[src/rtl/sdram_frame_writer_if.sv]
// Bundle of the FIFO read-side and SDRAM write-port signals seen by the
// globe frame writer. The writer uses the master modport. The FIFO and the
// SDRAM controller (or a testbench standing in for them) use the slave modport.
interface sdram_frame_writer_if #(
    parameter int ADDR_WIDTH = 22
);
    // Handshake semantics on this bundle:
    //  - FIFO side: readEnable may rise only while readReq is high.
    //    readData holds the popped word during the cycle after readEnable.
    //  - Burst request: wrReq/wrAddr act as valid/payload and stay stable
    //    until the cycle that wrAck is high. That cycle completes the handshake.
    //  - Burst data: wrData is presented throughout the data phase.
    //    A beat is transferred on every rising edge where wrDataReq is high.
    //    Cycles with wrDataReq low are gaps and hold the current beat.
    logic                  readReq;
    logic                  readEnable;
    logic [15:0]           readData;
    logic                  wrReq;
    logic [ADDR_WIDTH-1:0] wrAddr;
    logic                  wrAck;
    logic                  wrDataReq;
    logic [15:0]           wrData;
    logic                  frameDone;
    logic                  frontBuffer;
    logic                  frameValid;

    modport master (
        input  readReq, readData, wrAck, wrDataReq,
        output readEnable, wrReq, wrAddr, wrData, frameDone, frontBuffer, frameValid
    );

    modport slave (
        output readReq, readData, wrAck, wrDataReq,
        input  readEnable, wrReq, wrAddr, wrData, frameDone, frontBuffer, frameValid
    );
endinterface

[src/rtl/sdram_frame_writer.sv]
// Collects RGB565 globe pixels from the video FIFO into a small burst buffer.
// Writes each full buffer to SDRAM as one fixed-length burst, ping-ponging
// between two frame buffers. frontBuffer always names the last complete frame.
module sdram_frame_writer #(
    parameter int                    GLB_WIDTH  = 128,
    parameter int                    GLB_HEIGHT = 128,
    parameter int                    BURST_LEN  = 8,
    parameter int                    ADDR_WIDTH = 22,
    parameter logic [ADDR_WIDTH-1:0] BUF0_BASE  = '0,
    parameter logic [ADDR_WIDTH-1:0] BUF1_BASE  = 'h10000
) (
    input  logic                  SDRAM_CLK,
    input  logic                  nReset,
    sdram_frame_writer_if.master  bus,
    output logic [1:0]            dbg_state
);

    localparam int FRAME_WORDS = GLB_WIDTH * GLB_HEIGHT;
    localparam int IDX_W       = $clog2(BURST_LEN);
    localparam int PIX_W       = $clog2(FRAME_WORDS);

    localparam logic [IDX_W-1:0] LAST_IDX = IDX_W'(BURST_LEN - 1);
    localparam logic [PIX_W-1:0] LAST_PIX = PIX_W'(FRAME_WORDS - BURST_LEN);
    localparam logic [PIX_W-1:0] PIX_STEP = PIX_W'(BURST_LEN);

    typedef enum logic [1:0] {
        FILL_REQ   = 2'd0,
        FILL_CAP   = 2'd1,
        BURST_REQ  = 2'd2,
        BURST_DATA = 2'd3
    } state_t;

    state_t            state_q, state_d;
    logic [IDX_W-1:0]  fill_idx;
    logic [IDX_W-1:0]  beat_idx;
    logic [PIX_W-1:0]  pix_idx;
    logic              back_buffer;
    logic              front_buffer;
    logic              frame_done;
    logic              frame_valid;
    logic [15:0]       burst_buf [BURST_LEN];

    logic              read_en;
    logic              wr_req;
    logic              capture;
    logic              beat_take;
    logic              burst_last;
    logic              frame_last;

    // Next-state and strobe decode. The FIFO is read at most every other
    // cycle so readReq has caught up with the pop before the next read.
    always_comb begin
        state_d   = state_q;
        read_en   = 1'b0;
        wr_req    = 1'b0;
        capture   = 1'b0;
        beat_take = 1'b0;
        case (state_q)
            FILL_REQ: begin
                if (bus.readReq) begin
                    read_en = 1'b1;
                    state_d = FILL_CAP;
                end
            end
            FILL_CAP: begin
                capture = 1'b1;
                if (fill_idx == LAST_IDX) begin
                    state_d = BURST_REQ;
                end else begin
                    state_d = FILL_REQ;
                end
            end
            BURST_REQ: begin
                wr_req = 1'b1;
                if (bus.wrAck) begin
                    state_d = BURST_DATA;
                end
            end
            BURST_DATA: begin
                if (bus.wrDataReq) begin
                    beat_take = 1'b1;
                    if (beat_idx == LAST_IDX) begin
                        state_d = FILL_REQ;
                    end
                end
            end
            default: state_d = FILL_REQ;
        endcase
    end

    assign burst_last = beat_take && (beat_idx == LAST_IDX);
    assign frame_last = burst_last && (pix_idx == LAST_PIX);

    // State, indices and frame bookkeeping. Reset abandons any burst in flight.
    always_ff @(posedge SDRAM_CLK or negedge nReset) begin
        if (!nReset) begin
            state_q      <= FILL_REQ;
            fill_idx     <= '0;
            beat_idx     <= '0;
            pix_idx      <= '0;
            back_buffer  <= 1'b0;
            front_buffer <= 1'b1;
            frame_done   <= 1'b0;
            frame_valid  <= 1'b0;
        end else begin
            state_q    <= state_d;
            frame_done <= frame_last;
            if (capture) begin
                fill_idx <= (fill_idx == LAST_IDX) ? '0 : fill_idx + 1'b1;
            end
            if (beat_take) begin
                beat_idx <= (beat_idx == LAST_IDX) ? '0 : beat_idx + 1'b1;
            end
            if (burst_last) begin
                pix_idx <= frame_last ? '0 : pix_idx + PIX_STEP;
            end
            if (frame_last) begin
                front_buffer <= back_buffer;
                back_buffer  <= ~back_buffer;
                frame_valid  <= 1'b1;
            end
        end
    end

    // Burst buffer storage. Its contents need no reset because they are
    // always refilled before a burst is requested.
    always_ff @(posedge SDRAM_CLK) begin
        if (capture) begin
            burst_buf[fill_idx] <= bus.readData;
        end
    end

    assign bus.readEnable  = read_en;
    assign bus.wrReq       = wr_req;
    assign bus.wrAddr      = (back_buffer ? BUF1_BASE : BUF0_BASE) + ADDR_WIDTH'(pix_idx);
    assign bus.wrData      = burst_buf[beat_idx];
    assign bus.frameDone   = frame_done;
    assign bus.frontBuffer = front_buffer;
    assign bus.frameValid  = frame_valid;
    assign dbg_state       = state_q;

endmodule

[src/flat_wrapper.sv]
// flat-port wrapper written by rule: the top's interface ports become plain ports
module sdram_frame_writer_flat 
#(
    parameter int                    GLB_WIDTH  = 128,
    parameter int                    GLB_HEIGHT = 128,
    parameter int                    BURST_LEN  = 8,
    parameter int                    ADDR_WIDTH = 22,
    parameter logic [ADDR_WIDTH-1:0] BUF0_BASE  = '0,
    parameter logic [ADDR_WIDTH-1:0] BUF1_BASE  = 'h10000
)
  (SDRAM_CLK, nReset, dbg_state, bus_readReq, bus_readData, bus_wrAck, bus_wrDataReq, bus_readEnable, bus_wrReq, bus_wrAddr, bus_wrData, bus_frameDone, bus_frontBuffer, bus_frameValid);
  sdram_frame_writer_if #(.ADDR_WIDTH(ADDR_WIDTH)) bus_i ();
  input  logic SDRAM_CLK;
  input  logic nReset;
  output logic [1:0] dbg_state;
  input wire logic [$bits(bus_i.readReq)-1:0] bus_readReq;
  input wire logic [$bits(bus_i.readData)-1:0] bus_readData;
  input wire logic [$bits(bus_i.wrAck)-1:0] bus_wrAck;
  input wire logic [$bits(bus_i.wrDataReq)-1:0] bus_wrDataReq;
  output wire logic [$bits(bus_i.readEnable)-1:0] bus_readEnable;
  output wire logic [$bits(bus_i.wrReq)-1:0] bus_wrReq;
  output wire logic [$bits(bus_i.wrAddr)-1:0] bus_wrAddr;
  output wire logic [$bits(bus_i.wrData)-1:0] bus_wrData;
  output wire logic [$bits(bus_i.frameDone)-1:0] bus_frameDone;
  output wire logic [$bits(bus_i.frontBuffer)-1:0] bus_frontBuffer;
  output wire logic [$bits(bus_i.frameValid)-1:0] bus_frameValid;
  assign bus_i.readReq = bus_readReq;
  assign bus_i.readData = bus_readData;
  assign bus_i.wrAck = bus_wrAck;
  assign bus_i.wrDataReq = bus_wrDataReq;
  assign bus_readEnable = bus_i.readEnable;
  assign bus_wrReq = bus_i.wrReq;
  assign bus_wrAddr = bus_i.wrAddr;
  assign bus_wrData = bus_i.wrData;
  assign bus_frameDone = bus_i.frameDone;
  assign bus_frontBuffer = bus_i.frontBuffer;
  assign bus_frameValid = bus_i.frameValid;
  sdram_frame_writer #(.GLB_WIDTH(GLB_WIDTH), .GLB_HEIGHT(GLB_HEIGHT), .BURST_LEN(BURST_LEN), .ADDR_WIDTH(ADDR_WIDTH), .BUF0_BASE(BUF0_BASE), .BUF1_BASE(BUF1_BASE)) u_core (.SDRAM_CLK(SDRAM_CLK), .nReset(nReset), .bus(bus_i), .dbg_state(dbg_state));
endmodule
[config.mk]
export PLATFORM = sky130hd
export DESIGN_NAME = sdram_frame_writer_flat
export DESIGN_NICKNAME = d
export VERILOG_FILES = /design/src/rtl/sdram_frame_writer_if.sv /design/src/rtl/sdram_frame_writer.sv /design/src/flat_wrapper.sv
export SDC_FILE = /design/constraint.sdc
export NUM_CORES = 1
export LEC_CHECK = 0
export ABC_AREA = 1
export CAP_MARGIN = 20
export CELL_PAD_IN_SITES_DETAIL_PLACEMENT = 1
export CELL_PAD_IN_SITES_GLOBAL_PLACEMENT = 1
export CORE_MARGIN = 8
export CORE_UTILIZATION = 40
export CTS_BUF_LIST = sky130_fd_sc_hd__clkbuf_16
export DETAILED_ROUTE_END_ITERATION = 7
export HOLD_SLACK_MARGIN = 0.12
export MAX_ROUTING_LAYER = met4
export PLACE_DENSITY_LB_ADDON = 0.1
export RECOVER_POWER = 50
export SLEW_MARGIN = 25
export SYNTH_ARGS = -nofsm -noshare
export SYNTH_HDL_FRONTEND = slang
export SYNTH_SLANG_ARGS = --single-unit
[constraint.sdc]
create_clock -name SDRAM_CLK -period 4.2 [get_ports SDRAM_CLK]
set_clock_uncertainty 0.05 [all_clocks]
set_input_delay 0.63 -clock SDRAM_CLK [delete_from_list [all_inputs] [get_ports SDRAM_CLK]]
set_output_delay 0.63 -clock SDRAM_CLK [all_outputs]
set_load 0.005 [all_outputs]
==> impl_results.md <==
* Status: completed
* Cells after Synth at 581
* Period utilisation layout at 76.75%
* Initial antenna violation count at 0
* Final Setup Violations at 0
* DP HPWL at approximately 9600 um
* Critical path class: flop to primary output
* Worst Path Buf+Inv at 2
* Layout Nets at 666
* Async SR Flop Fraction at 15.23%
* Worst reg2reg setup slack at about 1.5 ns
* Area of the core at ~16000 sq um
* Worst-Margin Slew at about 1.4 ns
* Fraction of layout cells with a size suffix above 1 at 7.351%
* GRT Util Overall at about 17%
* Final Hold Vio Count at 0
* Clk slew on worst S/H paths at about 0.06 ns
* IO Count at 66
* GRT overflow at 0
* Crit path time final at between 3 and 4 ns
* Diode count at 0
* Postcts setup bufs at 0
* CTS H-tree depth at 4
* Worst EP arrival at 2.54 ns
* Required @ worst endpoint at 3.52 ns
* Via density per instance at 4.933
* Most common cell after layout, fill and taps aside: edfxtp_1
* Startpoint types: flop
* Fmax at between 300 and 400 MHz
* FF-to-FF path depth at 5
* WHS Path Cells at 2
* Worst setup EP type: primary output
* Final WL at 15930 um
* Yosys cell types at 34
* Residual DRC count at 0
* Area of the mapped netlist at 6412 sq um
* Slew HR at about 6.3%
* Hold Crit Class: flop to flop
* GP Congestion at between 0.8 and 0.9
* Die Wd at roughly 140 um
* VDD IR max at 0.0003907 V
* Slew Viols, Final at 0
* Max Cap Viol at 0
* Leak Pwr at 2.872 nW
* CTS Buf Count at 17
* Die H at 142.6 um
* Slowest library cell on the worst path: buf_4
* Die ar. at 20340 sq um
* Drt first pass iters at 5
* Crit path max-delay family: buffers and inverters
* Vias in the first global route at 4569
* DR WL/cell at 18.34 um
* Sequential area share after synthesis at 68.94%
* EDFF count, synth at around 130
* Antenna Nets Post-Route at 0
* Largest net degree at the start of global routing at 66
* CTS tree: yes
* RSZ-0062 raised after global routing: false
* Post-synth top flop: edfxtp_1
* Via count at between 4k and 5k
* First-pass GRT wire length at 25120 um
* Critical Path Stages at 6
* Most frequent cells in the layout: edfxtp_1, nor2_1, nand2_1, o21ai_0, clkdlybuf4s50_1
* Insertion delay to the later sink of the worst-skew pair at 0.42 ns
* Setup TNS at 0 ns
* CP max stage delay at 0.53 ns
* Final Worst Setup Slack at 0.9766 ns
* #FFs+latches synth at 151
* PortBufs at 55
* Root Driver: clkbuf_16
* Longest Clk Path Bufs at 2
* Crit-path cells: buf_4, o21ai_0, o21ai_0, nand2_1, nand2_1, clkdlybuf4s50_1
* CP max FO at 65
* Post-CTS sizing at 0
* Effective utilization at floorplan at 40.66%
* Initial DRC Count at between 200 and 250
* Rows at 46
* Area Overhead vs Synth at 20.06%
* Hold_buf cts at 0
* Worst slack, placed at 1.391 ns
* Clock tree sinks at 151
* Synthesis Warnings at 0
* Post-Synthesis Mean Instance Area at 11.04 sq um
* Pwr dens at 667.7 nW/um^2
cell families after synthesis:
group,count (synthesis),synth area share (%)
buffers and inverters,63,4.741
AND/OR/NAND/NOR,249,16.16
adder cells (fa/ha/maj),5,0.9756
other,1,0.05848
XOR/XNOR,4,0.5464
AO/OA/AOI/OAI,108,8.585
flip-flops,151,68.94
worst register-to-register path: stages, from the launching register on:
cell	delay, ns
dfrtp_1	0.47
inv_1	0.15
nor2_1	0.34
nand2_1	0.20
nor2_1	0.13
clkbuf_1	0.97
state kept, by name (all words and copies together), names as in the netlist, 2 cells and up:
| register | flops |
|---|---|
| u_core.dbg_state | 2 |
| u_core.beat_idx | 3 |
| u_core.pix_idx | 11 |
| u_core.burst_buf | 128 |
| u_core.fill_idx | 3 |
per-layer routing:
metal  share of wire, %  routed length [um]  global-route usage (%)  up-vias
li1                   -                   -                       -     2082
met1                 47                7436                   21.33     2121
met2                 49                7730                   27.03       74
met3                3.8                 604                   3.506       10
met4                1.0                 163                   5.089        0
met5                  0                   0                       -        -
report_power, final:
part	switching, mW	internal [mW]	leakage, nW
sequential	0.103	1.91	1.45
combinational	1.07	0.661	1.16
clock	0.596	0.803	0.264
total	1.77	3.37	2.87
per-stage QoR:
stage | utilization, % | std cells | hold WS, ns | total power [mW] | area, sq um
final | 48.82 | 869 | 0.4189 | 5.140 | 7699
after global routing | 48.82 | 869 | 0.4421 | 5.476 | 7699
after CTS | 48.92 | 869 | 0.1701 | 5.234 | 7715
after detailed placement | 45.49 | 837 | 0.4083 | 3.821 | 7174
after global placement | 45.53 | 837 | 0.4008 | 3.753 | 7179
after floorplan | - | 590 | 0.2844 | 3.000 | 6446
cell usage after synthesis, types with 3 or more instances:
library cell	n	area, sq um
edfxtp_1	128	3844
nor2_1	120	450.4
nand2_1	95	356.6
o21ai_0	90	450.4
inv_1	24	90.09
dfrtp_1	22	550.5
nand3_1	17	85.08
clkbuf_1	13	48.80
buf_4	12	90.09
o21ai_1	12	60.06
buf_2	9	45.04
ha_1	5	62.56
nand4_1	4	25.02
xor2_1	3	26.28
final timing paths:
path                                         from                endpoint
min in group asynchronous                  nReset      u_core.back_buffer
max reg2reg                   u_core.dbg_state[0]  u_core.burst_buf[2][0]
min reg2reg                u_core.bus.frontBuffer  u_core.bus.frontBuffer
min                        u_core.bus.frontBuffer  u_core.bus.frontBuffer
max                            u_core.beat_idx[0]          bus_wrData[11]
max in group asynchronous                  nReset       u_core.pix_idx[3]
cell type report:
type	instances	area, sq um
well taps	216	270.3
flip-flops and latches	151	4420
fillers	1734	8071
multi-input cells	376	1714
repair buffers	67	651.9
clock inverters	15	115.1
inverters	27	101.3
clock buffers	17	425.4
No activity file was read; power rests on OpenSTA's default activity.
